<file path="config.mk">
export PLATFORM = sky130hd
export DESIGN_NAME = rv32i_mem_arbiter
export DESIGN_NICKNAME = d
export VERILOG_FILES = /design/src/rtl/rv32i_pkg.sv /design/src/rtl/rv32i_mem_arbiter.sv
export SDC_FILE = /design/constraint.sdc
export NUM_CORES = 1
export LEC_CHECK = 0
export BUFFER_PORTS_ARGS = -buffer_cell sky130_fd_sc_hd__buf_2
export CAP_MARGIN = 20
export CORE_MARGIN = 2
export CORE_UTILIZATION = 47
export DETAILED_ROUTE_END_ITERATION = 7
export PLACE_DENSITY = 0.8
export SYNTH_ARGS = -nofsm -noshare
export SYNTH_HDL_FRONTEND = slang
export SYNTH_SLANG_ARGS = --single-unit
</file>
<file path="constraint.sdc">
create_clock -name clk -period 2.3 [get_ports clk]
set_clock_uncertainty 0.1 [all_clocks]
set_input_delay 0.46 -clock clk [delete_from_list [all_inputs] [get_ports clk]]
set_output_delay 0.46 -clock clk [all_outputs]
set_load 0.02 [all_outputs]
</file>
<file path="src/rtl/rv32i_pkg.sv">
// Shared definitions for the rv32i core: arbiter FSM states, grant encodings, XLEN.
package rv32i_pkg;

    localparam int unsigned XLEN = 32;

    typedef enum logic [1:0] {
        IDLE = 2'd0,
        BUSY = 2'd1,
        RESP = 2'd2
    } arb_state_t;

    // Port identifiers recorded in last_gnt
    localparam logic GNT_IF = 1'b0;
    localparam logic GNT_DM = 1'b1;

endpackage

</file>
<file path="src/rtl/rv32i_mem_arbiter.sv">
// Shares one single-port memory between instruction fetch and load/store.
// Each level-held request becomes one registered memory command, completes
// with a one-cycle *_valid pulse, and stall freezes the core meanwhile.
module rv32i_mem_arbiter
    import rv32i_pkg::*;
#(
    parameter int unsigned ADDR_W = XLEN,
    parameter int unsigned DATA_W = XLEN
) (
    input  logic                  clk,
    input  logic                  reset,

    input  logic                  if_req,
    input  logic [ADDR_W-1:0]     if_addr,
    output logic [DATA_W-1:0]     if_rdata,
    output logic                  if_valid,

    input  logic                  dm_req,
    input  logic                  dm_we,
    input  logic [ADDR_W-1:0]     dm_addr,
    input  logic [DATA_W-1:0]     dm_wdata,
    input  logic [DATA_W/8-1:0]   dm_be,
    output logic [DATA_W-1:0]     dm_rdata,
    output logic                  dm_valid,

    output logic                  mem_req,
    output logic                  mem_we,
    output logic [ADDR_W-1:0]     mem_addr,
    output logic [DATA_W-1:0]     mem_wdata,
    output logic [DATA_W/8-1:0]   mem_be,
    input  logic                  mem_ready,
    input  logic [DATA_W-1:0]     mem_rdata,

    output logic                  stall
);

    localparam int unsigned BE_W = DATA_W / 8;

    arb_state_t          r_state;
    logic                r_last_gnt;
    logic                r_mem_req;
    logic                r_mem_we;
    logic [ADDR_W-1:0]   r_mem_addr;
    logic [DATA_W-1:0]   r_mem_wdata;
    logic [BE_W-1:0]     r_mem_be;
    logic [DATA_W-1:0]   r_if_rdata;
    logic [DATA_W-1:0]   r_dm_rdata;
    logic                r_if_valid;
    logic                r_dm_valid;

    logic                w_any_req;
    logic                w_gnt_dm;

    // Round-robin pick: on a conflict the port not served last time wins
    always_comb begin
        w_any_req = if_req | dm_req;
        w_gnt_dm  = dm_req & (~if_req | (r_last_gnt == GNT_IF));
    end

    // Arbiter FSM: latch command on grant, wait for mem_ready, pulse valid once
    always_ff @(posedge clk or negedge reset) begin
        if (!reset) begin
            r_state     <= IDLE;
            r_last_gnt  <= GNT_IF;
            r_mem_req   <= 1'b0;
            r_mem_we    <= 1'b0;
            r_mem_addr  <= '0;
            r_mem_wdata <= '0;
            r_mem_be    <= '0;
            r_if_rdata  <= '0;
            r_dm_rdata  <= '0;
            r_if_valid  <= 1'b0;
            r_dm_valid  <= 1'b0;
        end else begin
            case (r_state)
                IDLE: begin
                    if (w_any_req) begin
                        r_state    <= BUSY;
                        r_mem_req  <= 1'b1;
                        r_last_gnt <= w_gnt_dm ? GNT_DM : GNT_IF;
                        if (w_gnt_dm) begin
                            r_mem_we    <= dm_we;
                            r_mem_addr  <= dm_addr;
                            r_mem_wdata <= dm_wdata;
                            r_mem_be    <= dm_be;
                        end else begin
                            r_mem_we    <= 1'b0;
                            r_mem_addr  <= if_addr;
                            r_mem_wdata <= '0;
                            r_mem_be    <= '1;
                        end
                    end
                end
                BUSY: begin
                    if (mem_ready) begin
                        r_mem_req <= 1'b0;
                        r_state   <= RESP;
                        if (r_last_gnt == GNT_DM) begin
                            // A store returns zero rather than whatever the bus carried
                            r_dm_rdata <= r_mem_we ? '0 : mem_rdata;
                            r_dm_valid <= 1'b1;
                        end else begin
                            r_if_rdata <= mem_rdata;
                            r_if_valid <= 1'b1;
                        end
                    end
                end
                RESP: begin
                    r_if_valid <= 1'b0;
                    r_dm_valid <= 1'b0;
                    r_state    <= IDLE;
                end
                default: begin
                    r_state    <= IDLE;
                    r_mem_req  <= 1'b0;
                    r_if_valid <= 1'b0;
                    r_dm_valid <= 1'b0;
                end
            endcase
        end
    end

    // Output wiring; stall covers every requester not yet answered this cycle
    always_comb begin
        mem_req   = r_mem_req;
        mem_we    = r_mem_we;
        mem_addr  = r_mem_addr;
        mem_wdata = r_mem_wdata;
        mem_be    = r_mem_be;
        if_rdata  = r_if_rdata;
        dm_rdata  = r_dm_rdata;
        if_valid  = r_if_valid;
        dm_valid  = r_dm_valid;
        stall     = (if_req & ~r_if_valid) | (dm_req & ~r_dm_valid);
    end

endmodule

</file>
Word-level counts from Yosys, hierarchy flattened:

Cells that the tools add are included.

* add/sub/neg operators: 0
* multiply operators: 0
* divide/modulo/power cells: 0
* order comparisons: 0
* eq/ne operators: 6
* shift operators: 0
* muxes and demuxes: 18
* bitwise operators: 12
* reduce and logical (&&, ||, !) cells: 8

Operators with widths (count)
* $mux 32: 3
* $reduce_and 3->1: 5
* $mux 1: 8
* $ne 2x2->1 const B: 4
* $not 1->1: 6
* $mux 2: 2
* $mux 4: 1
* $pmux 1 s2: 2
* $pmux 2 s2: 1
* $reduce_and 2->1: 2
* $and 1x1->1: 3
* $or 1x1->1: 3
* $pmux 1 s3: 1
* $eq 2x1->1 const B: 1
* $eq 2x2->1 const B: 1
* $logic_not 2->1: 1

* register bits after elaboration: 139
* bits in latches: 0
* RAM bits: 0
* bits in read-only memories: 0
* input bits: 138
* output and inout port bits: 137
* logic and storage cells: 55
* memories kept: 0

Logic depth before layout (Yosys ltp):

Gate-level depths: netlist of run 1.

* word-level depth: 4
* gate-level depth with buffers: 6
* depth with buffers taken out: 3

Worst setup path before layout of run 1:

No wires, ideal clock.

* path type: input port to flip-flop
* start: input port dm_req
* end: register r_mem_addr[10], in the netlist mem_addr[10]
* library setup time: 125 ps
* data arrival time: 1458 ps
* data required time: 2075 ps
* path slack: 617 ps
* cell stages on the path: 5
* path buffers: 2
* cells stage by stage: a21bo_1 buf_6 buf_6 mux2_4 mux2_2

* cells in the longest elaborated chain, start to end: 2
* elaborated cells between the ends (all ways): 4

RTL lines
* start, declared: line rv32i_mem_arbiter.sv:18 `input logic dm_req,`
* $and 1x1->1 / $or 1x1->1 (equally long branches): line rv32i_mem_arbiter.sv:57, rv32i_mem_arbiter.sv:56
* $mux 32 / $reduce_and 2->1 (equally long branches)
* end signal, assigned: line rv32i_mem_arbiter.sv:83 `r_mem_addr <= dm_addr;`
* end signal, assigned: line rv32i_mem_arbiter.sv:88 `r_mem_addr <= if_addr;`
* end, declared: line rv32i_mem_arbiter.sv:43 `logic [ADDR_W-1:0] r_mem_addr;`

Several ways; a longest one is shown, not always the timed one.
A chain may end at the register's enable or synchronous reset.

Final worst setup path of run 1:

* start: register r_state[0]
* end: register r_mem_addr[5], in the netlist mem_addr[5]

* cells in the longest elaborated chain, start to end: 2

RTL lines
* start, declared: line rv32i_mem_arbiter.sv:39 `arb_state_t r_state;`
* start signal, assigned: line rv32i_mem_arbiter.sv:63 `r_state <= IDLE;`
* start signal, assigned: line rv32i_mem_arbiter.sv:78 `r_state <= BUSY;`
* start signal, assigned: line rv32i_mem_arbiter.sv:97 `r_state <= RESP;`
* $logic_not 2->1: line rv32i_mem_arbiter.sv:75 `case (r_state)`
* $reduce_and 2->1 (no source line)

No other way between the ends.

==> results of run 1 <==
## worst max-delay path, cell delays in order (launching register included)
cell,delay [ps]
dfrtp_1,490
nor2_1,220
a21boi_4,210
buf_4,320
mux2_2,380
## synthesized netlist by cell type, types with 4 or more instances
master	count	area share
a22o_1	33	0.050
buf_2	4	0.0034
buf_4	5	0.0064
buf_6	8	0.015
clkbuf_1	12	0.0077
dfrtp_1	139	0.60
mux2_2	60	0.12
mux2_4	36	0.093
nand2_1	34	0.022
nand2b_1	33	0.035
o21ai_0	35	0.030
o22a_1	4	0.0060
## timing repair
action	CTS	global route
endpoints found under the setup margin	0	0
hold buffers	1	0
resized for setup	0	0
hold endpoints to repair	41	0
## final timing paths
check / from / end / slack [ps] / cells after the start
worst max-delay path: r_state[0] / mem_addr[5] / 450 / 4
max in group asynchronous: reset / mem_wdata[6] / 1010 / 3
min in group asynchronous: reset / mem_addr[10] / 460 / 2
worst min-delay path: dm_be[3] / mem_be[3] / 160 / 2
worst max register to register: r_state[0] / mem_addr[5] / 450 / 4
worst min register to register: dm_rdata[5] / dm_rdata[5] / 380 / 2
## metrics by stage
step           std cells  cell area, um^2  setup WS [ps]  hold slack [ps]  power [mW]
2_1_floorplan        420             5830            617             64.4        7.99
3_3_place_gp         844             7380            328              305        9.78
3_5_place_dp         844             7380            286              308        9.98
4_1_cts              876             7970            435              139        12.7
5_1_grt              876             7970            361              147        13.2
6_report             876             7970            446              158        12.6
## flip-flops by register name, summed over array words and instances, names as in the netlist
signal,count
dm_rdata,32
dm_valid,1
if_rdata,32
if_valid,1
mem_addr,32
mem_be,4
mem_req,1
mem_wdata,32
mem_we,1
r_last_gnt,1
r_state,2
## area by class of cell
cell class / count / share of cell area
Clock buffer: 25 / 0.0647
Inverter: 3 / 0.00141
Clock inverter: 6 / 0.00754
Tap cell: 168 / 0.0264
Sequential cell: 139 / 0.437
Timing Repair Buffer: 286 / 0.191
Multi-Input combinational cell: 249 / 0.272
## power by group through the flow
stage	sequential, mW	clock [mW]	combinational (mW)
finish	4.43	2.63	5.51
global route	4.56	2.79	5.90
CTS	4.43	2.68	5.57
detailed placement	4.43	0	5.55
global placement	4.36	0	5.42
floorplan	5.86	0	2.13
## layer usage
layer | up-vias | part of all wire | wire length, um
met5 | - | 0 | 0
met4 | 0 | 0.023 | 336
met3 | 24 | 0.059 | 880
met2 | 175 | 0.51 | 7480
met1 | 2155 | 0.41 | 6090
li1 | 2029 | - | -
## cell families after synthesis
logic type | count (synthesis)
mux | 96
simple gates | 75
compound gates | 78
buf+inv | 32
flops | 139
==> impl_metrics.json, run 1 <==
{
  "p_per_area_nw_per_um2": 1580,
  "power_frac_comb": 0.438,
  "fill_cells": 907,
  "synth_edf_count": 0,
  "cts.path.max_buffers": 2,
  "ioPinCount": 275,
  "row_count": 40,
  "final_cell_mix": "buf_2 (273), dfrtp_1 (139), mux2_2 (60), mux2_4 (36), o21ai_0 (35)",
  "fin_crit_sh": 0.806,
  "start_util": 0.483,
  "wirelength_mm": 14.8,
  "timing.final.crit_period_ps": 1850,
  "grtUsageMet2": 0.374,
  "ir_worst_vdd_v": 0.000933,
  "gp_congestion": 0.870,
  "antenna_found_initial": 0,
  "ant_nets": 0,
  "root_buffer": "clkbuf_16",
  "grt_setup_unrepaired": "no",
  "yosysSeqAreaShare": 0.597,
  "die_x_um": 115,
  "core_um2": 12100,
  "yosys_most_used_dff": "dfrtp_1",
  "layout.cells.most_common": "buf_2",
  "setup_viol": 0,
  "grt.busiest_layer": "met2",
  "synth_top_family_by_area": "multiplexers",
  "antennaDiodeCount": 0,
  "hp-class": "primary input to register",
  "maxSlewViolCount": 0,
  "status": "complete, no violations",
  "syn_to_final_growth_pct": 36.6,
  "dp_hpwl_mm": 10.5,
  "regArea_um2": 3480,
  "io_buffers": 274,
  "clock_sinks": 139,
  "path_clk_slew_ps": 60,
  "drc": 0,
  "grt_usage": 0.226,
  "synthAdderAreaFrac": 0,
  "syn-cell-area_um2": 5830,
  "synthSimpleGateAreaFrac": 0.0670,
  "synth_xor_area_frac": 0,
  "ys.warnings.count": 0,
  "clkPwrFrac": 0.209,
  "multiInputGateArea_um2": 2170,
  "finalHoldViolCount": 0,
  "switching_share": 0.390,
  "cts_setup_buffers": 0,
  "ys_types": 24,
  "synth.area.mux_share": 0.209,
  "grt_first_pass_wirelength_mm": 23.0,
  "overflow": 0,
  "cp.required_ps": 2490,
  "finish.utilization": 0.660,
  "grt_max_degree": 65,
  "drv_cap": 0,
  "grt_pass1_vias": 4598,
  "cts_buffers": 17,
  "grt_use_met3": 0.0617,
  "drt_iter0_drc": 249,
  "avgSynthCellArea_um2": 13.9,
  "ctsHtreeMaxLevel": 4,
  "drtPass1Iterations": 4,
  "max_freq_mhz": 539,
  "p_int_mw": 7.66,
  "via_per_inst": 5.00,
  "totalNegativeSetupSlack_ps": 0,
  "cts_tree": "built",
  "die_area_um2": 13300,
  "met1_usage": 0.275,
  "die_h_um": 115,
  "relSlewSlack": 0.630,
  "tightest_slew_ps": 555,
  "via_count": 4383,
  "pwr-share-seq": 0.352,
  "start_kind": "register",
  "critPathKind": "register to register",
  "crit_path_max_fanout": 24,
  "switching_power_mw": 4.90,
  "end_kind": "register",
  "drive_above_1_share": 0.588,
  "power_leakage_nw": 4.13,
  "cp.arrival_ps": 2050,
  "nets": 834,
  "syn_nets": 558,
  "postSynthCellCount": 420,
  "synth_compound_area_frac": 0.0927,
  "clk_latency_ps": 410,
  "synthArstFlopShare": 1.00,
  "synth_seq_cells": 139,
  "post_drt_wl_per_cell_um": 16.9
}
Power figures use the tool's default switching activity.
==> inputs of run 2 (changes only) <==
--- a/config.mk
+++ b/config.mk
@@ -8,9 +8,9 @@
 export BUFFER_PORTS_ARGS = -buffer_cell sky130_fd_sc_hd__buf_2
 export CAP_MARGIN = 20
 export CORE_MARGIN = 2
-export CORE_UTILIZATION = 47
+export CORE_UTILIZATION = 42
 export DETAILED_ROUTE_END_ITERATION = 7
-export PLACE_DENSITY = 0.8
+export PLACE_DENSITY = 0.75
 export SYNTH_ARGS = -nofsm -noshare
 export SYNTH_HDL_FRONTEND = slang
 export SYNTH_SLANG_ARGS = --single-unit
==> constraint.sdc (replaced) <==
create_clock -name clk -period 1.5 [get_ports clk]
set_clock_uncertainty 0.1 [all_clocks]
set_input_delay 0.3 -clock clk [delete_from_list [all_inputs] [get_ports clk]]
set_output_delay 0.3 -clock clk [all_outputs]
set_load 0.02 [all_outputs]
==> run 2 against run 1 <==
Compared with the run above:
- non-clock buffer count up 65
- worst hold slack worse by 140 ps
- utilization up 1.1 points
- combinational power up 92%
- design area up 16%
- first-iteration DRC count up 2.0%
- cell count up 9.0%
- critical path type unchanged
- via count up 8.2%
- clock-buffer cell count down 3
- die area up 11%
- largest power group unchanged
- the run now ends with setup timing left
==> impl_metrics.json, run 2 (synthesis gave the netlist of run 1 again) <==
{
  "drtPass1Iterations": 4,
  "nets": 899,
  "setup_viol": 114,
  "grt_pass1_vias": 4946,
  "layout.cells.most_common": "buf_2",
  "end_kind": "register",
  "drc": 0,
  "start_kind": "register",
  "syn_to_final_growth_pct": 57.9,
  "post_drt_wl_per_cell_um": 18.2,
  "dp_hpwl_mm": 11.2,
  "drive_above_1_share": 0.602,
  "setup_slack_ps": -144,
  "met1_usage": 0.266,
  "failed_checks": "setup timing",
  "cp.required_ps": 1700,
  "drv_cap": 0,
  "fill_cells": 944,
  "tightest_slew_ps": 404,
  "clock_sinks": 139,
  "path_clk_slew_ps": 60,
  "hp-class": "primary input to register",
  "relSlewSlack": 0.731,
  "via_per_inst": 4.97,
  "die_h_um": 122,
  "cts_buffers": 17,
  "grtUsageMet2": 0.376,
  "cts_tree": "built",
  "grt_max_degree": 65,
  "power_leakage_nw": 4.83,
  "crit_path_max_fanout": 8,
  "critPathKind": "register to register",
  "final_cell_mix": "buf_2 (271), dfrtp_1 (139), mux2_4 (93)",
  "grt_first_pass_wirelength_mm": 25.2,
  "finalHoldViolCount": 0,
  "fin_crit_sh": 1.10,
  "row_count": 43,
  "timing.hold.ws_ps": 14.6,
  "ioPinCount": 275,
  "wirelength_mm": 17.3,
  "status": "complete, but fails checks",
  "die_x_um": 122,
  "max_freq_mhz": 608,
  "grt_use_met3": 0.0609,
  "clk_latency_ps": 410,
  "ctsHtreeMaxLevel": 4,
  "cp.arrival_ps": 1840,
  "die_area_um2": 14800,
  "grt.busiest_layer": "met2",
  "gp_congestion": 0.794,
  "grt_usage": 0.220,
  "ir_worst_vdd_v": 0.00121,
  "totalNegativeSetupSlack_ps": -10060,
  "antenna_found_initial": 2,
  "io_buffers": 274,
  "maxSlewViolCount": 0,
  "core_um2": 13700,
  "dp_slack_ps": -183,
  "grt_setup_unrepaired": "yes",
  "ant_nets": 0,
  "via_count": 4743,
  "drt_iter0_drc": 254,
  "p_per_area_nw_per_um2": 2430,
  "cts.path.max_buffers": 2,
  "overflow": 0,
  "start_util": 0.425,
  "timing.final.crit_period_ps": 1640,
  "root_buffer": "clkbuf_16"
}
## run 2: final cells by class
type | count | area (um^2) | share of cell area
multi-input combinational | 249 | 2420 | 0.263
clock inverter | 10 | 210 | 0.0228
clock buffer | 22 | 484 | 0.0526
sequential | 139 | 3480 | 0.378
tap | 180 | 225 | 0.0245
inverter | 3 | 11.3 | 0.00122
timing repair buffer | 351 | 2380 | 0.258
antenna | 1 | 2.50 | 0.000272
## run 2: repair_timing
item	in CTS	in global routing
endpoints found under the setup margin	102	135
hold buffers	24	0
gates resized for setup	36	35
pin swaps	11	4
cloned	5	6
setup buffers	10	3
hold endpoints to repair	55	0
## run 2: through the flow
step | util | std cells | power [mW] | cell area, um^2
6_report | 0.671 | 955 | 22.3 | 9210
4_1_cts | 0.657 | 946 | 22.0 | 9010
3_5_place_dp | 0.565 | 876 | 16.1 | 7750
2_1_floorplan | - | 420 | 12.8 | 6020
5_1_grt | 0.671 | 955 | 23.4 | 9210
3_3_place_gp | 0.565 | 876 | 15.7 | 7750
## run 2: worst max-delay path, stage by stage (launching register included)
cell and delay [ps]:
dfrtp_1 410, a21bo_4 280, clkbuf_16 190, mux2_4 290
mux2_4 250
## run 2: final timing paths
kind	from	endpoint	slack [ps]	depth (start not counted)
max	r_last_gnt	mem_addr[29]	-140	4
min in group asynchronous	reset	if_rdata[9]	270	2
min	dm_be[1]	mem_be[1]	10	2
min reg2reg	dm_rdata[12]	dm_rdata[12]	380	2
max in group asynchronous	reset	mem_wdata[24]	520	3
max reg2reg	r_last_gnt	mem_addr[29]	-140	4
## run 2: metal layers
layer / wire length, um / share of wire
met1: 6900 / 0.40
met2: 8950 / 0.52
met3: 1180 / 0.068
met4: 306 / 0.018
met5: 0 / 0
## run 2: power breakdown
group	switching [mW]	internal (mW)
clock	1.59	3.30
sequential	1.16	5.68
combinational	5.49	5.11
